File: config.mk
export PLATFORM = sky130hd
export DESIGN_NAME = pcm_dac_reader
export DESIGN_NICKNAME = d
export VERILOG_FILES = /design/src/rtl/pcm_dac_reader.sv
export SDC_FILE = /design/constraint.sdc
export NUM_CORES = 1
export LEC_CHECK = 0
export CORE_ASPECT_RATIO = 1.5
export CORE_MARGIN = 2
export CORE_UTILIZATION = 56
export DETAILED_ROUTE_END_ITERATION = 10
export GPL_ROUTABILITY_DRIVEN = 1
export PLACE_DENSITY = 0.9
export SLEW_MARGIN = 20
export SYNTH_ARGS = -nofsm -noshare
export SYNTH_HDL_FRONTEND = slang
export SYNTH_SLANG_ARGS = --single-unit
File: constraint.sdc
create_clock -name clk -period 2.1 [get_ports clk]
set_input_delay 0.42 -clock clk [delete_from_list [all_inputs] [get_ports clk]]
set_output_delay 0.42 -clock clk [all_outputs]
set_load 0.005 [all_outputs]
File: src/rtl/pcm_dac_reader.sv
// Consumer end of the PCM sample FIFO: fetches one mono sample at a time and
// streams it to an audio DAC as a left-justified stereo frame (same sample on L and R).
module pcm_dac_reader #(
  parameter int CLK_DIV = 4,
  parameter int WIDTH   = 16
) (
  input  logic             clk,
  input  logic             aclr,
  input  logic             fifo_empty,
  input  logic [WIDTH-1:0] fifo_q,
  output logic             fifo_rdreq,
  output logic             dac_sclk,
  output logic             dac_lrclk,
  output logic             dac_sdata,
  output logic             underrun
);

  localparam int FRAME = 2 * WIDTH;
  localparam int DIV_W = (CLK_DIV > 1) ? $clog2(CLK_DIV) : 1;
  localparam int BIT_W = $clog2(FRAME);
  localparam logic [DIV_W-1:0] DIV_LAST = DIV_W'(CLK_DIV - 1);
  localparam logic [BIT_W-1:0] BIT_LAST = BIT_W'(FRAME - 1);
  localparam logic [BIT_W-1:0] R_FIRST  = BIT_W'(WIDTH);

  // hold_valid and rd_pending are mutually exclusive, so they share one state.
  typedef enum logic [1:0] {
    S_EMPTY,
    S_PENDING,
    S_HELD
  } fetch_state_e;

  fetch_state_e     state_q, state_d;
  logic [DIV_W-1:0] div_cnt_q, div_cnt_d;
  logic [BIT_W-1:0] bit_cnt_q, bit_cnt_d;
  logic [FRAME-1:0] shift_q, shift_d;
  logic [WIDTH-1:0] hold_q, hold_d;
  logic             sclk_q, sclk_d;
  logic             lrclk_q, lrclk_d;
  logic             sdata_q, sdata_d;
  logic             underrun_q, underrun_d;
  logic             tick, fall, frame_load, rd_issue;

  always_ff @(posedge clk or posedge aclr) begin
    if (aclr) begin
      state_q    <= S_EMPTY;
      div_cnt_q  <= '0;
      bit_cnt_q  <= BIT_LAST;
      shift_q    <= '0;
      hold_q     <= '0;
      sclk_q     <= 1'b0;
      lrclk_q    <= 1'b0;
      sdata_q    <= 1'b0;
      underrun_q <= 1'b0;
    end else begin
      state_q    <= state_d;
      div_cnt_q  <= div_cnt_d;
      bit_cnt_q  <= bit_cnt_d;
      shift_q    <= shift_d;
      hold_q     <= hold_d;
      sclk_q     <= sclk_d;
      lrclk_q    <= lrclk_d;
      sdata_q    <= sdata_d;
      underrun_q <= underrun_d;
    end
  end

  always_comb begin
    div_cnt_d  = div_cnt_q + 1'b1;
    sclk_d     = sclk_q;
    bit_cnt_d  = bit_cnt_q;
    lrclk_d    = lrclk_q;
    sdata_d    = sdata_q;
    shift_d    = shift_q;
    underrun_d = 1'b0;

    tick       = (div_cnt_q == DIV_LAST);
    fall       = tick && sclk_q;
    frame_load = fall && (bit_cnt_q == BIT_LAST);

    if (tick) begin
      div_cnt_d = '0;
      sclk_d    = ~sclk_q;
    end

    // All serial outputs move on the sclk falling edge so the DAC samples mid-bit.
    if (fall) begin
      bit_cnt_d = (bit_cnt_q == BIT_LAST) ? '0 : bit_cnt_q + 1'b1;
      lrclk_d   = (bit_cnt_d >= R_FIRST);
      if (frame_load) begin
        if (state_q == S_HELD) begin
          shift_d = {hold_q, hold_q};
          sdata_d = hold_q[WIDTH-1];
        end else begin
          shift_d    = '0;
          sdata_d    = 1'b0;
          underrun_d = 1'b1;
        end
      end else begin
        shift_d = shift_q << 1;
        sdata_d = shift_q[FRAME-2];
      end
    end
  end

  // A capture coinciding with an empty-handed frame load still counts as underrun;
  // the captured word waits for the following frame.
  always_comb begin
    state_d  = state_q;
    hold_d   = hold_q;
    rd_issue = 1'b0;
    case (state_q)
      S_EMPTY: begin
        if (!fifo_empty) begin
          rd_issue = 1'b1;
          state_d  = S_PENDING;
        end
      end
      S_PENDING: begin
        hold_d  = fifo_q;
        state_d = S_HELD;
      end
      S_HELD: begin
        if (frame_load) state_d = S_EMPTY;
      end
      default: state_d = S_EMPTY;
    endcase
  end

  assign fifo_rdreq = rd_issue & ~aclr;
  assign dac_sclk   = sclk_q;
  assign dac_lrclk  = lrclk_q;
  assign dac_sdata  = sdata_q;
  assign underrun   = underrun_q;

endmodule

Word level (Yosys, flattened, before mapping)

Cells that the tools add are included.

Flip-flop bits (word level): 60
Bits of input ports: 19
Output and inout port bits: 5
Word-level logic and storage cells: 39

$add $sub $neg: 2
$lt $le $gt $ge: 1
Eq/ne operators: 6
Muxes and demuxes: 14
Bitwise gates (word level): 3
Reduce and logical (&&, ||, !) cells: 4

Operator list:

| kind                | count |
|---|---|
| $mux 31             | 2 |
| $mux 1              | 7 |
| $mux 2              | 3 |
| $pmux 2 s3          | 1 |
| $add 5x1->5 const B | 1 |
| $eq 5x5->1 const B  | 1 |
| $ge 5x5->1 const B  | 1 |
| $mux 5              | 1 |
| $eq 2x2->1 const B  | 2 |
| $ne 2x2->1 const B  | 2 |
| $add 2x1->2 const B | 1 |
| $eq 2x1->1 const B  | 1 |
| $logic_and 1x1->1   | 2 |
| $logic_not 2->1     | 1 |
| $not 1->1           | 2 |
| $reduce_and 2->1    | 1 |
| $and 1x1->1         | 1 |

Depth between registers and ports, before layout

Gate-level depths: netlist (run 1).

Depth after elaboration: 5
Mapped depth: 8
Depth with buffers taken out: 6

Least setup slack after synthesis (run 1)

OpenSTA, ideal clock, no wires.

Path type: reg-to-reg
Start point: reg bit_cnt_q[0]
End point: reg shift_q[3]
Library setup time: 0.126 ns
Arrival time: 1.667 ns
Data required time: 1.974 ns
Setup slack: 0.307 ns
Cell stages (with the launch flop): 9
Buffers on the path: 2
Period minus slack after synthesis: 1.793 ns
Cells stage by stage: dfstp_2 -> ha_1 -> and3_1 -> ha_1 -> buf_2 -> nand3_1 -> nor2_4 -> buf_6 -> a221o_1

Word-level cells in the longest chain between the ends: 3

Ends and longest elaborated chain:

| what                   | line | text |
|---|---|---|
| from (decl)            | 34   | `logic [BIT_W-1:0] bit_cnt_q, bit_cnt_d;` |
| from (signal assigned) | 57   | `bit_cnt_q <= bit_cnt_d;` |
| $eq 5x5->1             | 78   | `frame_load = fall && (bit_cnt_q == BIT_LAST);` |
| $logic_and 1x1->1      | 78   |  |
| $mux 31                | 89   | `if (frame_load) begin` |
| to (signal assigned)   | 58   | `shift_q <= shift_d;` |
| to (decl)              | 35   | `logic [FRAME-1:0] shift_q, shift_d;` |

No other way between the ends.
A chain may end at the register's enable or synchronous reset.

Worst setup path after layout (run 1)

Start point: in fifo_empty
End point: out fifo_rdreq

Word-level cells in the longest chain between the ends: 3

Ends and longest elaborated chain:

| what        | line | text |
|---|---|---|
| from (decl) | 9    | `input logic fifo_empty,` |
| $mux 1      | 113  | `if (!fifo_empty) begin` |
| $mux 1      | 111  | `case (state_q)` |
| $and 1x1->1 | 129  | `assign fifo_rdreq = rd_issue & ~aclr;` |
| to (decl)   | 11   | `output logic fifo_rdreq,` |

No other way between the ends.

==> results of run 1 <==
-- Yosys cell counts, types with 2 or more instances --
master    instances
a221o_1          31
buf_2             6
buf_6            10
dfrtp_1          55
dfstp_2           5
ha_1              3
mux2_1            3
mux2_2           13
nand2_1           7
nand2b_1          4
nand3_1           2
nor2_1            2
nor2b_1           2
nor3b_1          31
o21ai_0           5
-- what timing repair did --
| action | in CTS | in global routing |
|---|---|---|
| endpoints found under the hold margin | 0 | 0 |
| setup endpoints to repair | 0 | 1 |
| setup buffers | 0 | 0 |
| gates resized for setup | 0 | 1 |
-- registers in the layout, summed over array words and instances (netlist names) --
register,count
dac_sdata,1
state_q,2
dac_sclk,1
dac_lrclk,1
hold_q,16
underrun,1
shift_q,31
bit_cnt_q,5
div_cnt_q,2
-- cell type report --
cell class                      instances  area (um^2)  share of cell area
Timing Repair Buffer                   29        312.8              0.1017
Clock buffer                           12        165.2             0.05368
Clock inverter                          4        70.07             0.02277
Multi-Input combinational cell        115        957.2              0.3111
Tap cell                               48        60.06             0.01952
Sequential cell                        60         1508              0.4900
Inverter                                1        3.754            0.001220
-- worst reg2reg max path, delay by kind of cell, from the launching register on --
kind                     cells  cell delay, ns
AND/OR/NAND/NOR              2            0.30
AO/OA/AOI/OAI                1            0.27
flip-flops                   1            0.56
adder cells (fa/ha/maj)      2            0.41
buffers and inverters        1            0.27
-- layer usage --
metal  part of all wire  track usage
met4              0.031       0.1354
met1               0.43       0.2619
met2               0.51       0.3063
met5                  0            0
met3              0.033      0.05170
-- cell families after synthesis --
kind of cell | count (synthesis) | synth area share
xor+xnor | 1 | 0.003363
mux | 16 | 0.06916
compound gates | 40 | 0.1393
buf+inv | 17 | 0.05620
fa+ha+maj | 3 | 0.01441
simple gates | 55 | 0.1388
flops | 60 | 0.5788
-- report_power, final --
group,internal [mW],switching (mW)
clock network,0.761,0.435
logic,0.215,0.127
registers,1.33,0.146
-- final timing paths --
check | endpoint | slack, ns
worst max-delay path | fifo_rdreq | 0.03
worst min-delay path | div_cnt_q[0] | 0.43
worst max register to register | shift_q[9] | 0.17
worst min register to register | div_cnt_q[0] | 0.43
max in group asynchronous | bit_cnt_q[4] | 1.27
min in group asynchronous | state_q[0] | 0.49
==> results_dict.tcl, run 1 <==
set metrics [dict create \
    holdWs_ns 0.4331 \
    yosysWarnings 0 \
    min_period_ns 2.069 \
    ys_types 28 \
    tightest_slew_ns 0.3202 \
    rr_startpoint "bit_cnt_q[0]" \
    holdBufCountCts 0 \
    yosysTopAreaCell "dfrtp_1" \
    viasPerCell 6.309 \
    cap_violations 0 \
    worst_slack_ns 0.03107 \
    antenna_found_initial 0 \
    syn_inst 192 \
    io_pins 24 \
    ys_seq_area_frac 0.5788 \
    dp_cells 253 \
    place.gp.congestion 0.7151 \
    clk_latency_ns 0.34 \
    tns_ns 0 \
    required_ns 1.68 \
    slew_violations 0 \
    end_kind "primary output" \
    design.die.area_um2 5225 \
    yosys-top-cells-area "dfrtp_1 53%, a221o_1 12%, nor3b_1 8.9%" \
    cts_tree "done" \
    cts_max_level 3 \
    io_buffers 23 \
    final_util 0.6831 \
    syn_avg_cell_area_um2 13.57 \
    synth-seq-cells 60 \
    holdPathStages 1 \
    finalNetCount 238 \
    reg2reg_depth 6 \
    die_w_um 59.69 \
    finalPower_mw 3.018 \
    fmaxAchievable_ghz 0.4833 \
    grt-ovfl-total 0 \
    drtPass1Iterations 4 \
    startpoint "fifo_empty" \
    min_from "div_cnt_q[0]" \
    rows 30 \
    die_height_um 87.53 \
    synth_top_area_share 0.5283 \
    final_area_um2 3077 \
    coreArea_um2 4504 \
    crit_slowest_cell "clkdlybuf4s50_1" \
    status "completed" \
    mostFrequentLayoutCells "55 x dfrtp_1, 31 x nor3b_1, 31 x a221o_1, 23 x clkdlybuf4s50_1, 13 x mux2_2" \
    crit_buf_inv 2 \
    syn-cell-area_um2 2605 \
    drc 0 \
    hpwl_mm 2.720 \
    finalNonFillerCells 269 \
    grt_use_total 0.2055 \
    area_growth_pct 18.11 \
    synth-edff-count 0 \
    cts-root-buf "clkbuf_8" \
    drive_above_1_share 0.2036 \
    num_vias 1697 \
    post_drt_wl_per_cell_um 16.82 \
    p_leak_nw 1.335 \
    hold_viol 0 \
    antenna_cells 0 \
    cts_buffers 9 \
    grt_max_degree 71 \
    ant_nets 0 \
    place_area_um2 2835 \
    final.period_utilization 0.9852 \
    crit_cells 3 \
    ys.flop_type "dfrtp_1" \
    wl_mm 4.524 \
    finalSetupViolCount 0 \
    grt_pass1_vias 1710 \
    grt_pass1_wl_mm 7.935 \
    nFillCells 318 \
    cp_common_cell "clkdlybuf4s50_1" \
    async_reset_ff_frac 1.000 \
    max_slew_margin 0.7865 \
    skew_ns 0.006223 \
    min_path_type "flip-flop to flip-flop" \
    worstPathMaxFanout 2 \
    critical_path_class "input pin to primary output" \
    cpPeakStageDelay_ns 0.55 \
    drt-initial-drc-count 135 \
    clk_path_buf_depth 2 \
    path_clk_slew_ns 0.06 \
    preCtsSetupSlack_ns 0.05509 \
    final_common_cell "dfrtp_1" \
    cp_cell_sequence "clkdlybuf4s50_1 > nor4_2 > clkdlybuf4s50_1" \
    cp_top_family "buffers and inverters" \
    cp.arrival_ns 1.65 \
    power_density_nw_per_um2 980.8 \
    worstSetupStartpointType "input pin" \
    syn-num-nets 214 \
    start_util 0.5783 \
    ir_drop_mv 0.7392 \
    cts_num_sinks 60 \
]
Note: power is estimated with default switching activity, not from simulation.
==> run 2: changes to the inputs <==
--- a/config.mk
+++ b/config.mk
@@ -8,9 +8,11 @@
 export CORE_ASPECT_RATIO = 1.5
 export CORE_MARGIN = 2
 export CORE_UTILIZATION = 56
+export CTS_CLUSTER_SIZE = 28
 export DETAILED_ROUTE_END_ITERATION = 10
 export GPL_ROUTABILITY_DRIVEN = 1
 export PLACE_DENSITY = 0.9
+export REMOVE_ABC_BUFFERS = 1
 export SLEW_MARGIN = 20
 export SYNTH_ARGS = -nofsm -noshare
 export SYNTH_HDL_FRONTEND = slang
==> results_dict.tcl, run 2 (same netlist as run 1, synthesis figures left out) <==
set metrics [dict create \
    status "completed" \
    cts_max_level 3 \
    p_leak_nw 1.301 \
    hold_viol 0 \
    use_met1 0.2505 \
    holdWs_ns 0.4501 \
    io_pins 24 \
    ir_drop_mv 0.5179 \
    final_common_cell "dfrtp_1" \
    preCtsSetupSlack_ns -0.01572 \
    tns_ns 0 \
    largest_reg_flops 31 \
    tightest_slew_ns 0.3123 \
    clk_latency_ns 0.34 \
    finalSetupViolCount 0 \
    viasPerCell 6.216 \
    coreArea_um2 4504 \
    final.period_utilization 0.9768 \
    worstSetupStartpointType "input pin" \
    grt_pass1_vias 1645 \
    ant_nets 0 \
    cts_tree "done" \
    min_period_ns 2.051 \
    grt_use_met3 0.06352 \
    drt-initial-drc-count 87 \
    grt_busiest_layer "met2" \
    cts_setup_buffers 0 \
    cp.arrival_ns 1.63 \
    rsz0062_at_grt "no" \
    post_drt_wl_per_cell_um 16.69 \
    max_slew_margin 0.7918 \
    drc 0 \
    path_clk_slew_ns 0.07 \
    reg.largest.list "shift_q (31), hold_q (16), bit_cnt_q (5)" \
    rows 30 \
    wl_mm 4.473 \
    finalNonFillerCells 268 \
    grt-ovfl-total 0 \
    area_growth_pct 16.62 \
    grt_pass1_wl_mm 7.624 \
    num_vias 1666 \
    hpwl_mm 2.650 \
    power_density_nw_per_um2 929.1 \
    clk_path_buf_depth 2 \
    end_kind "primary output" \
    mostFrequentLayoutCells "55 x dfrtp_1, 31 x nor3b_1, 31 x a221o_1, 23 x clkdlybuf4s50_1, 13 x mux2_2" \
    critical_path_class "input pin to primary output" \
    required_ns 1.68 \
    fmaxAchievable_ghz 0.4875 \
    drive_above_1_share 0.2000 \
    antenna_found_initial 0 \
    cts-root-buf "clkbuf_8" \
    place.gp.congestion 0.7157 \
    regMostFlops "shift_q" \
    slew_violations 0 \
    antenna_cells 0 \
    min_path_type "flip-flop to flip-flop" \
    design.die.area_um2 5225 \
    worst_slack_ns 0.04875 \
    die_w_um 59.69 \
    grt_max_degree 71 \
    dp_cells 252 \
    finalNetCount 237 \
    cts_buffers 9 \
    start_util 0.5783 \
    drtPass1Iterations 4 \
    cts_num_sinks 60 \
    worstPathMaxFanout 2 \
    rrSetupSlack_ns 0.17 \
    grt_use_total 0.2010 \
    cap_violations 0 \
    skew_ns 0.01213 \
    io_buffers 23 \
    final_util 0.6744 \
    met2_usage 0.2994 \
    die_height_um 87.53 \
]
-- run 2: cell types whose count changed in the layout (fill, tap and decap cells not counted) --
cell	before	now
buf_12	3	4
buf_4	3	1
bufinv_16	2	1
clkbuf_8	12	9
clkinv_2	2	3
clkinvlp_4	0	3
-- run 2: final cells by class --
type                    count  area [um^2]
flip-flops and latches     60         1508
fillers                   327         1466
multi-input cells         115        957.2
repair buffers             28        317.8
clock buffers               9        123.9
clock inverters             7        67.56
well taps                  48        60.06
inverters                   1        3.754
-- run 2: routing by layer --
layer,up-vias,wire [um]
met2,37,2240
met1,840,1877
met3,13,188
met5,-,0
li1,776,-
met4,0,167
-- run 2: through the flow --
stage                     area [um^2]  power (mW)
after floorplan                  2462       1.705
after global placement           2840       1.828
after detailed placement         2840       1.850
after CTS                        3038       2.859
after global routing             3038       2.965
final                            3038       2.822
-- run 2: power breakdown --
part	internal, mW	switching [mW]	total [mW]	leakage [nW]
Combinational	0.215	0.131	0.346	0.431
Clock	0.540	0.456	0.996	0.0910
Sequential	1.33	0.148	1.48	0.779
Total	2.09	0.734	2.82	1.30
-- run 2: critical path: stages --
cell and delay [ns]:
clkdlybuf4s50_1 0.44, nor4_2 0.23, clkdlybuf4s50_1 0.54
-- run 2: worst paths after layout --
check                               end  cells after the start          from
max                          fifo_rdreq                      3    fifo_empty
min                        div_cnt_q[0]                      1  div_cnt_q[0]
max reg2reg                 shift_q[25]                      7  bit_cnt_q[1]
min reg2reg                div_cnt_q[0]                      1  div_cnt_q[0]
max in group asynchronous  bit_cnt_q[1]                      3          aclr
min in group asynchronous      dac_sclk                      3          aclr
-- run 2: timing repair --
| item | 4_1_cts | 5_1_grt |
|---|---|---|
| setup endpoints to repair | 1 | 0 |
| hold buffers | 0 | 0 |
| hold endpoints to repair | 0 | 0 |
| resized for setup | 1 | 0 |
==> run 3: changes to the inputs <==
--- a/config.mk
+++ b/config.mk
@@ -6,7 +6,7 @@
 export NUM_CORES = 1
 export LEC_CHECK = 0
 export CORE_ASPECT_RATIO = 1.5
-export CORE_MARGIN = 2
+export CORE_MARGIN = 5
 export CORE_UTILIZATION = 56
 export CTS_CLUSTER_SIZE = 28
 export DETAILED_ROUTE_END_ITERATION = 10
==> results_dict.tcl, run 3 (same netlist as run 1, synthesis figures left out) <==
set metrics [dict create \
    rsz0062_at_grt "no" \
    final_area_um2 3012 \
    cts_tree "done" \
    grt_pass1_wl_mm 8.052 \
    hold_viol 0 \
    design.die.area_um2 6144 \
    wl_mm 4.515 \
    post_drt_wl_per_cell_um 16.72 \
    place_area_um2 2843 \
    cp_top_family "buffers and inverters" \
    final.period_utilization 0.9620 \
    skew_ns 0.005554 \
    grt_pass1_vias 1753 \
    grt_use_total 0.1742 \
    num_vias 1640 \
    grt_max_degree 49 \
    holdBufCountCts 0 \
    crit_slowest_cell "clkdlybuf4s50_1" \
    area_growth_pct 15.61 \
    power_density_nw_per_um2 899.4 \
    place.gp.congestion 0.7462 \
    tns_ns 0 \
    regMostFlops "shift_q" \
    max_slew_margin 0.7485 \
    end_kind "primary output" \
    clk_latency_ns 0.34 \
    cts_setup_buffers 0 \
    antenna_found_initial 0 \
    drive_above_1_share 0.1982 \
    drt-initial-drc-count 111 \
    cts_num_sinks 60 \
    worstSetupStartpointType "input pin" \
    cts_buffers 9 \
    io_pins 24 \
    preCtsSetupSlack_ns 0.05852 \
    ir_drop_mv 0.5463 \
    finalSetupViolCount 0 \
    cts_max_level 3 \
    fmaxAchievable_ghz 0.4950 \
    drtPass1Iterations 4 \
    largest_reg_flops 31 \
    min_period_ns 2.020 \
    status "completed" \
    viasPerCell 6.074 \
    drc 0 \
    reg.largest.list "shift_q (31), hold_q (16), bit_cnt_q (5)" \
    cp_cell_sequence "clkdlybuf4s50_1 > nor4_1 > clkdlybuf4s50_1" \
    cp.arrival_ns 1.60 \
    coreArea_um2 4504 \
    finalNetCount 239 \
    io_buffers 23 \
    mostFrequentLayoutCells "55 x dfrtp_1, 31 x nor3b_1, 31 x a221o_1, 23 x clkdlybuf4s50_1, 13 x mux2_2" \
    cpPeakStageDelay_ns 0.55 \
    tightest_slew_ns 0.3772 \
    min_path_type "input pin to async pin" \
    p_leak_nw 1.301 \
    hpwl_mm 2.886 \
    cap_violations 0 \
    grt-ovfl-total 0 \
    start_util 0.5783 \
    final_common_cell "dfrtp_1" \
    critical_path_class "input pin to primary output" \
    antenna_cells 0 \
    required_ns 1.68 \
    worst_slack_ns 0.07980 \
    cts_resized 0 \
    crit_buf_inv 2 \
    path_clk_slew_ns 0.06 \
    cts-root-buf "clkbuf_8" \
    rows 30 \
    nFillCells 326 \
    die_w_um 65.69 \
    cp_common_cell "clkdlybuf4s50_1" \
    holdWs_ns 0.3711 \
    worstPathMaxFanout 2 \
    slew_violations 0 \
    ant_nets 0 \
    die_height_um 93.53 \
    clk_path_buf_depth 2 \
]
## run 3: worst paths after layout
kind                       depth (start not counted)  slack, ns            to         start
min in group clk                                   1       0.46  div_cnt_q[0]  div_cnt_q[0]
min reg2reg                                        1       0.46  div_cnt_q[0]  div_cnt_q[0]
min                                                2       0.37     hold_q[0]          aclr
max in group asynchronous                          3       1.14  bit_cnt_q[1]          aclr
max                                                3       0.08    fifo_rdreq    fifo_empty
max reg2reg                                        7       0.15    shift_q[3]  bit_cnt_q[0]
## run 3: power by group
| group | internal (mW) | leakage (nW) | switching (mW) |
|---|---|---|---|
| Combinational | 0.221 | 0.433 | 0.127 |
| Sequential | 1.33 | 0.779 | 0.148 |
| Clock | 0.451 | 0.0889 | 0.429 |
| Total | 2.01 | 1.30 | 0.703 |
## run 3: through the flow
| step | power (mW) | cells | utilization |
|---|---|---|---|
| after floorplan | 1.705 | 176 | - |
| after global placement | 1.832 | 254 | 0.6311 |
| after detailed placement | 1.860 | 254 | 0.6311 |
| after CTS | 2.744 | 270 | 0.6686 |
| after global routing | 2.849 | 270 | 0.6686 |
| final | 2.709 | 270 | 0.6686 |
## run 3: final cells by class
type / instances / area (um^2) / share of cell area
clock buffers: 11 / 141.4 / 0.04695
clock inverters: 5 / 27.53 / 0.009140
inverters: 1 / 3.754 / 0.001246
multi-input cells: 115 / 950.9 / 0.3157
flip-flops and latches: 60 / 1508 / 0.5006
well taps: 48 / 60.06 / 0.01994
repair buffers: 30 / 320.3 / 0.1064
## run 3: layer usage
metal	wire [um]	GRT usage	part of all wire	up-vias
met4	186	0.1332	0.041	0
met1	1928	0.2133	0.43	818
met2	2267	0.2644	0.50	27
met3	133	0.03606	0.029	14
met5	0	0	0	-
li1	-	-	-	781
